File: config.mk
export PLATFORM = sky130hd
export DESIGN_NAME = rect_raster_drawer
export DESIGN_NICKNAME = d
export VERILOG_FILES = /design/src/rtl/paint_pkg.sv /design/src/rtl/raster_counter.sv /design/src/rtl/rect_raster_drawer.sv
export SDC_FILE = /design/constraint.sdc
export NUM_CORES = 1
export LEC_CHECK = 0
export BUFFER_PORTS_ARGS = -buffer_cell sky130_fd_sc_hd__clkbuf_2
export CAP_MARGIN = 40
export CORE_MARGIN = 2
export CORE_UTILIZATION = 53
export CTS_CLUSTER_DIAMETER = 60
export DETAILED_ROUTE_END_ITERATION = 8
export PLACE_DENSITY = 0.79
export SYNTH_ARGS = -nofsm -noshare
export SYNTH_HDL_FRONTEND = slang
export SYNTH_SLANG_ARGS = --single-unit
File: constraint.sdc
create_clock -name Clock -period 2.6 [get_ports Clock]
set_input_delay 0.26 -clock Clock [delete_from_list [all_inputs] [get_ports Clock]]
set_output_delay 0.26 -clock Clock [all_outputs]
set_load 0.03 [all_outputs]
File: src/rtl/paint_pkg.sv
// Shared constants, drawer state encoding and coordinate clamp helpers for the paint datapath.
package paint_pkg;

  localparam int unsigned X_MAX = 160;
  localparam int unsigned Y_MAX = 120;
  localparam int unsigned XW    = 8;
  localparam int unsigned YW    = 7;
  localparam int unsigned CW    = 3;

  typedef enum logic [1:0] {
    StIdle  = 2'd0,
    StSetup = 2'd1,
    StScan  = 2'd2,
    StDone  = 2'd3
  } draw_state_e;

  localparam logic MODE_RECT = 1'b0;
  localparam logic MODE_FREE = 1'b1;

  function automatic logic [XW-1:0] clamp_x(input logic [XW-1:0] v);
    return (v >= XW'(X_MAX)) ? XW'(X_MAX - 1) : v;
  endfunction

  function automatic logic [YW-1:0] clamp_y(input logic [YW-1:0] v);
    return (v >= YW'(Y_MAX)) ? YW'(Y_MAX - 1) : v;
  endfunction

endpackage

File: src/rtl/raster_counter.sv
// Raster-order x/y walker across a rectangle; flags the final pixel so the FSM can stop on it.
module raster_counter
  import paint_pkg::*;
(
  input  logic          clk_i,
  input  logic          reset_i,
  input  logic          init_i,
  input  logic          step_i,
  input  logic [XW-1:0] xmin_i,
  input  logic [XW-1:0] xmax_i,
  input  logic [YW-1:0] ymin_i,
  input  logic [YW-1:0] ymax_i,
  output logic [XW-1:0] cx_o,
  output logic [YW-1:0] cy_o,
  output logic          last_o
);

  logic [XW-1:0] cx_q, cx_d;
  logic [YW-1:0] cy_q, cy_d;

  always_comb begin
    cx_d = cx_q;
    cy_d = cy_q;
    if (init_i) begin
      cx_d = xmin_i;
      cy_d = ymin_i;
    end else if (step_i) begin
      if (cx_q == xmax_i) begin
        cx_d = xmin_i;
        cy_d = cy_q + YW'(1);
      end else begin
        cx_d = cx_q + XW'(1);
      end
    end
  end

  always_ff @(posedge clk_i) begin
    if (reset_i) begin
      cx_q <= '0;
      cy_q <= '0;
    end else begin
      cx_q <= cx_d;
      cy_q <= cy_d;
    end
  end

  assign cx_o   = cx_q;
  assign cy_o   = cy_q;
  assign last_o = (cx_q == xmax_i) && (cy_q == ymax_i);

endmodule

File: src/rtl/rect_raster_drawer.sv
// Captures corner/colour loads and, on an enable rising edge, streams the pixels of a filled
// rectangle or a single freeform pixel to the VGA adapter.
module rect_raster_drawer
  import paint_pkg::*;
(
  input  logic          Clock,
  input  logic          reset,
  input  logic [XW-1:0] data_in,
  input  logic [CW-1:0] colour_in,
  input  logic          loadX,
  input  logic          loadY,
  input  logic          loadX2,
  input  logic          loadY2,
  input  logic          loadC,
  input  logic          enable,
  input  logic          alu_select1,
  output logic [XW-1:0] x_out,
  output logic [YW-1:0] y_out,
  output logic [CW-1:0] colour_out,
  output logic          plot,
  output logic          busy,
  output logic          done
);

  draw_state_e state_q, state_d;

  logic [XW-1:0] x1_q, x1_d, x2_q, x2_d;
  logic [YW-1:0] y1_q, y1_d, y2_q, y2_d;
  logic [CW-1:0] col_q, col_d, draw_col_q, draw_col_d;
  logic          mode_q, mode_d;
  logic          enable_q;
  logic          plot_q, busy_q, done_q;

  logic          start;
  logic          last;
  logic [XW-1:0] xmin, xmax;
  logic [YW-1:0] ymin, ymax;

  assign start = (state_q == StIdle) && enable && !enable_q;

  // Loads only land while idle so a draw in flight sees stable corners.
  always_comb begin
    x1_d  = x1_q;
    y1_d  = y1_q;
    x2_d  = x2_q;
    y2_d  = y2_q;
    col_d = col_q;
    if (state_q == StIdle) begin
      if (loadX)  x1_d  = clamp_x(data_in);
      if (loadY)  y1_d  = clamp_y(data_in[YW-1:0]);
      if (loadX2) x2_d  = clamp_x(data_in);
      if (loadY2) y2_d  = clamp_y(data_in[YW-1:0]);
      if (loadC)  col_d = colour_in;
    end
  end

  always_comb begin
    if (mode_q == MODE_FREE) begin
      xmin = x1_q;
      xmax = x1_q;
      ymin = y1_q;
      ymax = y1_q;
    end else begin
      xmin = (x1_q < x2_q) ? x1_q : x2_q;
      xmax = (x1_q < x2_q) ? x2_q : x1_q;
      ymin = (y1_q < y2_q) ? y1_q : y2_q;
      ymax = (y1_q < y2_q) ? y2_q : y1_q;
    end
  end

  always_ff @(posedge Clock) begin
    if (reset) begin
      state_q    <= StIdle;
      x1_q       <= '0;
      y1_q       <= '0;
      x2_q       <= '0;
      y2_q       <= '0;
      col_q      <= '0;
      draw_col_q <= '0;
      mode_q     <= MODE_RECT;
      enable_q   <= 1'b0;
      plot_q     <= 1'b0;
      busy_q     <= 1'b0;
      done_q     <= 1'b0;
    end else begin
      state_q    <= state_d;
      x1_q       <= x1_d;
      y1_q       <= y1_d;
      x2_q       <= x2_d;
      y2_q       <= y2_d;
      col_q      <= col_d;
      draw_col_q <= draw_col_d;
      mode_q     <= mode_d;
      enable_q   <= enable;
      plot_q     <= (state_d == StScan);
      busy_q     <= (state_d == StSetup) || (state_d == StScan);
      done_q     <= (state_d == StDone);
    end
  end

  always_comb begin
    state_d = state_q;
    unique case (state_q)
      StIdle:  if (start) state_d = StSetup;
      StSetup: state_d = StScan;
      StScan:  if (last) state_d = StDone;
      StDone:  state_d = StIdle;
      default: state_d = StIdle;
    endcase
  end

  always_comb begin
    mode_d     = start ? alu_select1 : mode_q;
    draw_col_d = (state_q == StSetup) ? col_q : draw_col_q;
  end

  // Stepping stops on the last pixel so x_out/y_out hold it afterwards.
  raster_counter u_raster_counter (
    .clk_i   (Clock),
    .reset_i (reset),
    .init_i  (state_q == StSetup),
    .step_i  ((state_q == StScan) && !last),
    .xmin_i  (xmin),
    .xmax_i  (xmax),
    .ymin_i  (ymin),
    .ymax_i  (ymax),
    .cx_o    (x_out),
    .cy_o    (y_out),
    .last_o  (last)
  );

  assign colour_out = draw_col_q;
  assign plot       = plot_q;
  assign busy       = busy_q;
  assign done       = done_q;

endmodule
# Word level (Yosys, flattened, before mapping)
# Index checks and enable logic that the tools add are counted.
# Widths: inputs -> output; s select.
# word_totals
word_cells,63
ff_bits,58
input_bits,20
output_inout_bits,21
# classes
n_eq_ne,8
addsub,2
reduce_logical,16
n_mux,19
n_lt_le_gt_ge,4
# op_table
operator,count
$mux 8,8
$mux 7,8
$reduce_and 2->1,6
$add 8x1->8 const B,1
$eq 2x2->1 const B,4
$eq 8x8->1,1
$ge 8x8->1 const B,1
$lt 8x8->1,1
$pmux 2 s4,1
$add 7x1->7 const B,1
$eq 7x7->1,1
$ge 7x7->1 const B,1
$lt 7x7->1,1
$eq 2x1->1 const B,2
$logic_and 1x1->1,4
$mux 2,2
$reduce_bool 2->1,2
$logic_not 1->1,2
$logic_not 2->1,1
$logic_or 1x1->1,1

# Logic depth before layout (Yosys ltp)
# Gate-level depths: netlist of run 1.
# depth
word_depth,9
mapped_depth,12
ltp_nobuf,12

# Cells and area by module
# From an unflattened synthesis of run 1, not the netlist that was laid out.
# hier_totals
hier_cells,394
area_unflattened_um2,3499.6
# modules_own_cells
mod,seq_area_each_um2,area_per_inst_um2,cells_per_inst,instances
rect_raster_drawer,860.8,2371.0,266,1
raster_counter,300.3,1128.6,128,1

# Least setup slack after synthesis of run 1
# No wires, ideal clock.
# synth_path
path_kind,flip-flop to flip-flop
from,register y2_q[5]
to,"register busy_q, in the netlist busy"
t_required_ps,2474
stages_incl_launch_ff,13
path_buffers,0
setup_ps,126
t_arrival_ps,2786
period_less_slack_ps,2913
path_slack_ps,-313
cell_sequence,dfxtp_1 inv_1 ha_1 a21o_1 a2111oi_4 o21ai_2 mux2_2 o221ai_2 nor3_4 a311o_1 o21ai_0 ha_1 nor2_1
# synth_between
elab_chain_cells,9
word_cells_on_any_way,10
classes_between,order compare: 1; eq/ne: 3; mux: 4; reduce/logical: 2
# synth_lines
item,line_no,text
"start, declared",rect_raster_drawer.sv:28,"logic [YW-1:0] y1_q, y1_d, y2_q, y2_d;"
"start signal, assigned",rect_raster_drawer.sv:90,y2_q <= y2_d;
$lt 7x7->1,rect_raster_drawer.sv:67,ymax = (y1_q < y2_q) ? y2_q : y1_q;
$mux 7 *,rect_raster_drawer.sv:67,
$mux 7 *,rect_raster_drawer.sv:58,if (mode_q == MODE_FREE) begin
$eq 7x7->1 *,raster_counter.sv:49,assign last_o = (cx_q == xmax_i) && (cy_q == ymax_i);
$logic_and 1x1->1 *,raster_counter.sv:49,
$mux 2 *,rect_raster_drawer.sv:106,StScan: if (last) state_d = StDone;
$pmux 2 s4 *,rect_raster_drawer.sv:103,unique case (state_q)
$eq 2x1->1 / $eq 2x2->1 (equally long branches),rect_raster_drawer.sv:96,busy_q <= (state_d == StSetup) || (state_d == StScan);
$logic_or 1x1->1 *,rect_raster_drawer.sv:96,
"end signal, assigned",rect_raster_drawer.sv:96,
"end, declared",rect_raster_drawer.sv:32,"logic plot_q, busy_q, done_q;"
# Every way passes the cells marked *; elsewhere a longest branch is shown, timed or not.
# A chain may end at the register's enable or synchronous reset.

# Worst setup path after layout of run 1
# layout_path
from,register y2_q[2]
to,"register u_raster_counter.cy_q[2], in the netlist u_raster_counter.cy_o[2]"
# layout_between
elab_chain_cells,9
word_cells_on_any_way,12
classes_between,order compare: 1; eq/ne: 1; mux: 5; reduce/logical: 5
# layout_lines
item,line_no,text
$lt 7x7->1,"rect_raster_drawer.sv:66, rect_raster_drawer.sv:67",
$mux 7,rect_raster_drawer.sv:67,
$mux 7,rect_raster_drawer.sv:58,
$eq 7x7->1,raster_counter.sv:49,
$logic_and 1x1->1,raster_counter.sv:49,
$logic_not 1->1,rect_raster_drawer.sv:122,".step_i ((state_q == StScan) && !last),"
$logic_and 1x1->1,rect_raster_drawer.sv:122,
$reduce_bool 2->1 (no source line),--,
$reduce_and 2->1 (no source line),--,
"end signal, assigned",raster_counter.sv:43,cy_q <= cy_d;
"end, declared",raster_counter.sv:19,"logic [YW-1:0] cy_q, cy_d;"
# Several ways; a longest one is shown, not always the timed one.

==> flow_metrics.tcl, run 1 <==
set metrics [dict create \
    cts_tree "yes" \
    worst_ep_arrival_time_ns 3.13 \
    ys_seq_elements 58 \
    synth_most_common_cell "dfxtp_1" \
    grt_use_met1_pct 38.1 \
    hpwl_mm 6.92 \
    drtIter0Drc 473 \
    final-hold-violation-count 0 \
    vias 3730 \
    met3_usage_pct 4.77 \
    yosysTopAreaCell "dfxtp_1" \
    p_leak_nw 1.93 \
    cts_buffer_depth 2 \
    synthArstFlopShare_pct 0 \
    grt_pass1_wl_mm 16.8 \
    die_y_um 85.2 \
    final_cells 605 \
    maxSlewViolCount 0 \
    synth_warnings 0 \
    grt_usage_pct 28.9 \
    port_buffers 40 \
    worstHoldPathType "in -> reg" \
    r2r-start "y2_q[2]" \
    grt_overflow 0 \
    reg2reg_depth 11 \
    setup_ws_ns -0.319 \
    drtAntennaViolNets 0 \
    r2r_slack_ns -0.32 \
    grt_max_degree 34 \
    min_period_over_period_pct 112 \
    place_inst 583 \
    clock_latency_ns 0.35 \
    synth_area_leaders "dfxtp_1, ha_1, nand2_1" \
    area_growth_pct 31.9 \
    outcome "complete, but fails checks" \
    cts_made_buffers 9 \
    n_antenna_cell 0 \
    power_density_mw_per_mm2 1420 \
    busiest_layer "met2" \
    row_count 29 \
    wl_per_cell_um 18.3 \
    synth-edff-count 0 \
    root_buffer "clkbuf_8" \
    cp-endpoint "u_raster_counter.cy_o[2]" \
    ys_types 54 \
    fin_hold_ws_ns 0.137 \
    global_route.usage.met2_pct 47.0 \
    seq_area_frac_synth_pct 33.2 \
    avgSynthCellArea_um2 8.09 \
    finalClockSkew_ns 0.0107 \
    synth_flop_cell "dfxtp_1" \
    h-tree-depth 3 \
    r2r_end "u_raster_counter.cy_o[2]" \
    vias_per_cell 6.17 \
    critPathLaunchType "register" \
    fp.dieArea_mm2 0.00726 \
    worst_slew_pin_slew_ns 0.842 \
    critPathMaxFanout 12 \
    synthCells 432 \
    rsz0062_at_grt "true" \
    path_class "reg -> reg" \
    gp_congestion 0.922 \
    die_x_um 85.2 \
    ir_worst_vdd_uv 850 \
    io_pins 41 \
    end_kind "register" \
    max_slew_margin_pct 43.7 \
    netlist_top_cells_count "dfxtp_1, nand2_1, nor2_1" \
    core-area_mm2 0.00635 \
    final_area_mm2 0.00461 \
    violations "setup timing" \
    dp_slack_ns -0.217 \
    initial_core_util_pct 55.0 \
    firstDrtPassIters 5 \
    maxCapViolations 0 \
    dpl_cell_area_mm2 0.00417 \
    crit_start "y2_q[2]" \
    setup_viol 19 \
    path_clk_slew_ns 0.07 \
    cp.required_ns 2.81 \
    syn_area_mm2 0.00349 \
    clock-sinks 58 \
    layout.nets 563 \
    grt_pass1_vias 3452 \
    fmaxAchievable_ghz 0.343 \
    route.detailed.drc 0 \
    drive_gt1_share_pct 30.9 \
    routed_wl_mm 11.1 \
    antenna_found_initial 0 \
    synth_top_area_share_pct 33.2 \
    syn_nets 472 \
    min_period_ns 2.92 \
]
-- cell type report --
class	instances	area, µm²
clock buffers	9	124
clock inverters	7	116
fillers	413	1740
inverters	26	97.6
multi-input cells	329	2350
flip-flops and latches	58	1170
well taps	77	96.3
repair buffers	99	659
-- routing by layer --
metal	vias up	part of all wire (%)
li1	1709	-
met3	48	8.1
met2	194	47
met4	0	3.7
met1	1779	42
met5	-	0
-- worst min path at each step --
stage                            start          to  slack, ns  cells past startpoint
final                      alu_select1      mode_q       0.14                      3
after CTS                 colour_in[1]    col_q[1]       0.14                      3
after global placement        col_q[1]    col_q[1]       0.44                      2
after detailed placement      col_q[1]    col_q[1]       0.45                      2
after global routing       alu_select1      mode_q       0.14                      3
after floorplan                  reset  state_q[1]       0.34                      1
-- power breakdown --
part | switching (W) | total, W | internal [W]
logic | 0.00237 | 0.00410 | 0.00173
clock network | 0.000406 | 0.00104 | 0.000636
registers | 0.000260 | 0.00140 | 0.00114
-- layout by cell type (no fill, tap or decap), types with 4 or more instances in the layout --
cell type  netlist  final
clkbuf_2         0     40
dfxtp_2          0      6
a211oi_1        17     17
buf_4            0     57
a21oi_1         36     34
a21o_1           4      4
ha_1            20     16
nor2b_1          7      6
nand2_1         54     53
nor2_1          49     48
mux2i_1         15     15
nand3_1         16     16
o22ai_2          5      4
nand4_1          6      6
ha_4             0      4
dfxtp_1         58     52
inv_1           26     23
o21ai_0         17     16
and2_1           5      5
clkbuf_8         0      9
xnor2_1         20     20
-- logic make-up (layout without fill, tap and decap cells) --
logic type | after synthesis | in the layout | synth area share, %
simple gates | 158 | 158 | 21.3
fa+ha+maj | 20 | 20 | 7.16
xor+xnor | 23 | 23 | 5.76
compound gates | 111 | 111 | 22.8
mux | 17 | 17 | 4.94
buf+inv | 45 | 141 | 4.87
flops | 58 | 58 | 33.2
-- through the flow --
stage	power [W]	TNS (ns)	util [%]
after CTS	0.00615	-2.86	71.2
after detailed placement	0.00486	-2.77	65.7
final	0.00654	-4.54	72.6
after floorplan	0.00374	-0.434	-
after global routing	0.00686	-6.57	72.6
after global placement	0.00474	-1.99	65.6
-- registers in the layout, summed over array words and instances (netlist names), 2 cells and up --
| name | count |
|---|---|
| u_raster_counter.cx_o | 8 |
| u_raster_counter.cy_o | 7 |
| state_q | 2 |
| y2_q | 7 |
| x1_q | 8 |
| colour_out | 3 |
| col_q | 3 |
| y1_q | 7 |
| x2_q | 8 |
-- worst max-delay path, cell delays in order (launching register included) --
cell and delay [ns]:
dfxtp_1 0.34, inv_1 0.06, ha_1 0.34, a21o_1 0.25, a31oi_4 0.23, nor2_1 0.08
a2111oi_0 0.45, nor2_1 0.34, nor2_1 0.17, a21oi_1 0.07, o21ai_0 0.34, a21oi_1 0.10
-- repair_timing --
action | 4_1_cts | 5_1_grt
resized for setup | 15 | 14
endpoints found under the setup margin | 19 | 19
hold buffers | 0 | 0
cloned | 0 | 0
buffers inserted | 3 | 3
endpoints found under the hold margin | 0 | 0
pin swaps | 7 | 10
Power figures use the tool's default switching activity.
==> run 2: changes to the inputs <==
--- a/config.mk
+++ b/config.mk
@@ -8,10 +8,10 @@
 export BUFFER_PORTS_ARGS = -buffer_cell sky130_fd_sc_hd__clkbuf_2
 export CAP_MARGIN = 40
 export CORE_MARGIN = 2
-export CORE_UTILIZATION = 53
+export CORE_UTILIZATION = 60
 export CTS_CLUSTER_DIAMETER = 60
 export DETAILED_ROUTE_END_ITERATION = 8
-export PLACE_DENSITY = 0.79
+export PLACE_DENSITY = 0.85
 export SYNTH_ARGS = -nofsm -noshare
 export SYNTH_HDL_FRONTEND = slang
 export SYNTH_SLANG_ARGS = --single-unit
==> constraint.sdc (replaced) <==
create_clock -name Clock -period 3.4 [get_ports Clock]
set_input_delay 0.34 -clock Clock [delete_from_list [all_inputs] [get_ports Clock]]
set_output_delay 0.34 -clock Clock [all_outputs]
set_load 0.03 [all_outputs]
==> run 2 against run 1 <==
The run now ends clean; wire length fell by 20%; sequential power fell by 19%; core utilization fell by 1.2 points; sequential cell count did not move; clock skew fell by 0.0011 ns; die area fell by 11%; critical path depth rose by 1; register-to-register slack improved by 0.53 ns; hold slack improved by 0.081 ns; global-route usage rose by 0.85 points; power fell by 37%; largest cell class unchanged; largest power group unchanged.
==> flow_metrics.tcl, run 2 (synthesis results as in run 1) <==
set metrics [dict create \
    max_slew_margin_pct 45.5 \
    cts_tree "yes" \
    die_y_um 80.3 \
    area_growth_pct 13.9 \
    antenna_found_initial 0 \
    critPathMaxFanout 6 \
    path_class "reg -> reg" \
    layout_common_cells "dfxtp_1, nand2_1, nor2_1, clkbuf_2, a21oi_1" \
    root_buffer "clkbuf_8" \
    seqPwrFrac_pct 27.5 \
    vias_per_cell 5.99 \
    p_sw_w 0.00198 \
    hpwl_mm 6.36 \
    path_clk_slew_ns 0.07 \
    worst_slew_pin_slew_ns 0.814 \
    grt_pass1_wl_mm 15.0 \
    fp.dieArea_mm2 0.00645 \
    vias 3281 \
    setup_ws_ns 0.216 \
    initial_core_util_pct 62.7 \
    rsz0062_at_grt "false" \
    power.share.combinational_pct 56.9 \
    power_density_mw_per_mm2 1040 \
    grt_usage_pct 29.7 \
    row_count 27 \
    p_sw_share_pct 47.9 \
    setup_viol 0 \
    critPathLaunchType "register" \
    firstDrtPassIters 5 \
    p_leak_nw 1.60 \
    cts_buffer_depth 2 \
    ir_worst_vdd_uv 464 \
    final_common_cell "dfxtp_1" \
    worst_ep_arrival_time_ns 3.47 \
    layout.nets 511 \
    drive_gt1_share_pct 17.4 \
    wl_per_cell_um 16.1 \
    clock-sinks 58 \
    grt_overflow 0 \
    core-area_mm2 0.00557 \
    min_period_ns 3.18 \
    clkPwrFrac_pct 15.6 \
    die_x_um 80.3 \
    io_pins 41 \
    route.detailed.drc 0 \
    end_kind "register" \
    fin_setup_tns_ns 0 \
    finalClockSkew_ns 0.00956 \
    min_period_over_period_pct 93.7 \
    maxCapViolations 0 \
    h-tree-depth 3 \
    gp_congestion 0.954 \
    n_antenna_cell 0 \
    cp.required_ns 3.68 \
    internal_power_w 0.00215 \
    maxSlewViolCount 0 \
    routed_wl_mm 8.80 \
    drtIter0Drc 272 \
    clock_latency_ns 0.35 \
    fillers 434 \
    grt_max_degree 51 \
    grt_pass1_vias 3212 \
    cts_made_buffers 9 \
    cts_hold_buf 0 \
    port_buffers 40 \
    fmaxAchievable_ghz 0.314 \
    worstHoldPathType "in -> reg" \
    dp_slack_ns 0.172 \
    final-hold-violation-count 0 \
    outcome "finished, final reports clean" \
    drtAntennaViolNets 0 \
]
-- run 2: changes by cell type in the layout (fill, tap and decap cells not counted), sizes merged --
| cell | before | now |
|---|---|---|
| clkinvlp | 1 | 2 |
| buf | 59 | 7 |
| inv | 27 | 28 |
| bufinv | 3 | 1 |
-- run 2: per-stage QoR --
step | utilization, % | hold WS, ns | instance area (µm²) | cells | power [W]
finish | 71.4 | 0.218 | 3980 | 548 | 0.00413
global route | 71.4 | 0.238 | 3980 | 548 | 0.00444
CTS | 70.6 | 0.215 | 3940 | 544 | 0.00397
detailed placement | 67.0 | 0.450 | 3730 | 528 | 0.00332
global placement | 66.9 | 0.446 | 3730 | 527 | 0.00323
floorplan | - | 0.419 | 3490 | 432 | 0.00282
-- run 2: final cells by class --
cell class / count / area (µm²) / share of cell area (%)
Clock buffer: 9 / 124 / 3.11
Tap cell: 72 / 90.1 / 2.26
Sequential cell: 58 / 1160 / 29.2
Timing Repair Buffer: 47 / 253 / 6.35
Inverter: 26 / 97.6 / 2.45
Multi-Input combinational cell: 329 / 2180 / 54.7
Clock inverter: 7 / 76.3 / 1.92
-- run 2: worst paths after layout --
check,from,to,slack [ns],cells past startpoint
worst max-delay path,y2_q[5],busy,0.22,12
worst min-delay path,enable,enable_q,0.22,2
worst min register to register,col_q[0],col_q[0],0.47,2
worst max register to register,y2_q[5],busy,0.22,12
-- run 2: routing by layer --
layer | up-vias | track usage (%) | part of all wire, %
met5 | - | 0 | 0
met4 | 0 | 14.1 | 2.4
met3 | 28 | 5.73 | 6.5
met2 | 131 | 48.3 | 48
met1 | 1511 | 37.8 | 43
li1 | 1611 | - | -
-- run 2: timing repair --
item,CTS,global route
buffers inserted,0,4
resized for setup,0,3
setup endpoints to repair,0,8
-- run 2: power groups by stage --
stage | clock [W] | combinational [W] | sequential (W)
4_1_cts | 0.000654 | 0.00219 | 0.00113
6_report | 0.000645 | 0.00235 | 0.00113
3_3_place_gp | 0 | 0.00210 | 0.00113
2_1_floorplan | 0 | 0.00162 | 0.00120
3_5_place_dp | 0 | 0.00218 | 0.00114
5_1_grt | 0.000685 | 0.00260 | 0.00116
-- run 2: worst max-delay path: stages (launching register included) --
cell       delay, ns
dfxtp_1         0.37
inv_1           0.08
ha_1            0.32
and4_1          0.26
a2111oi_4       0.40
o21ai_4         0.16
mux2_2          0.31
o221ai_2        0.23
nor3_4          0.10
a311o_1         0.35
o21ai_1         0.14
ha_1            0.28
nor2_1          0.11
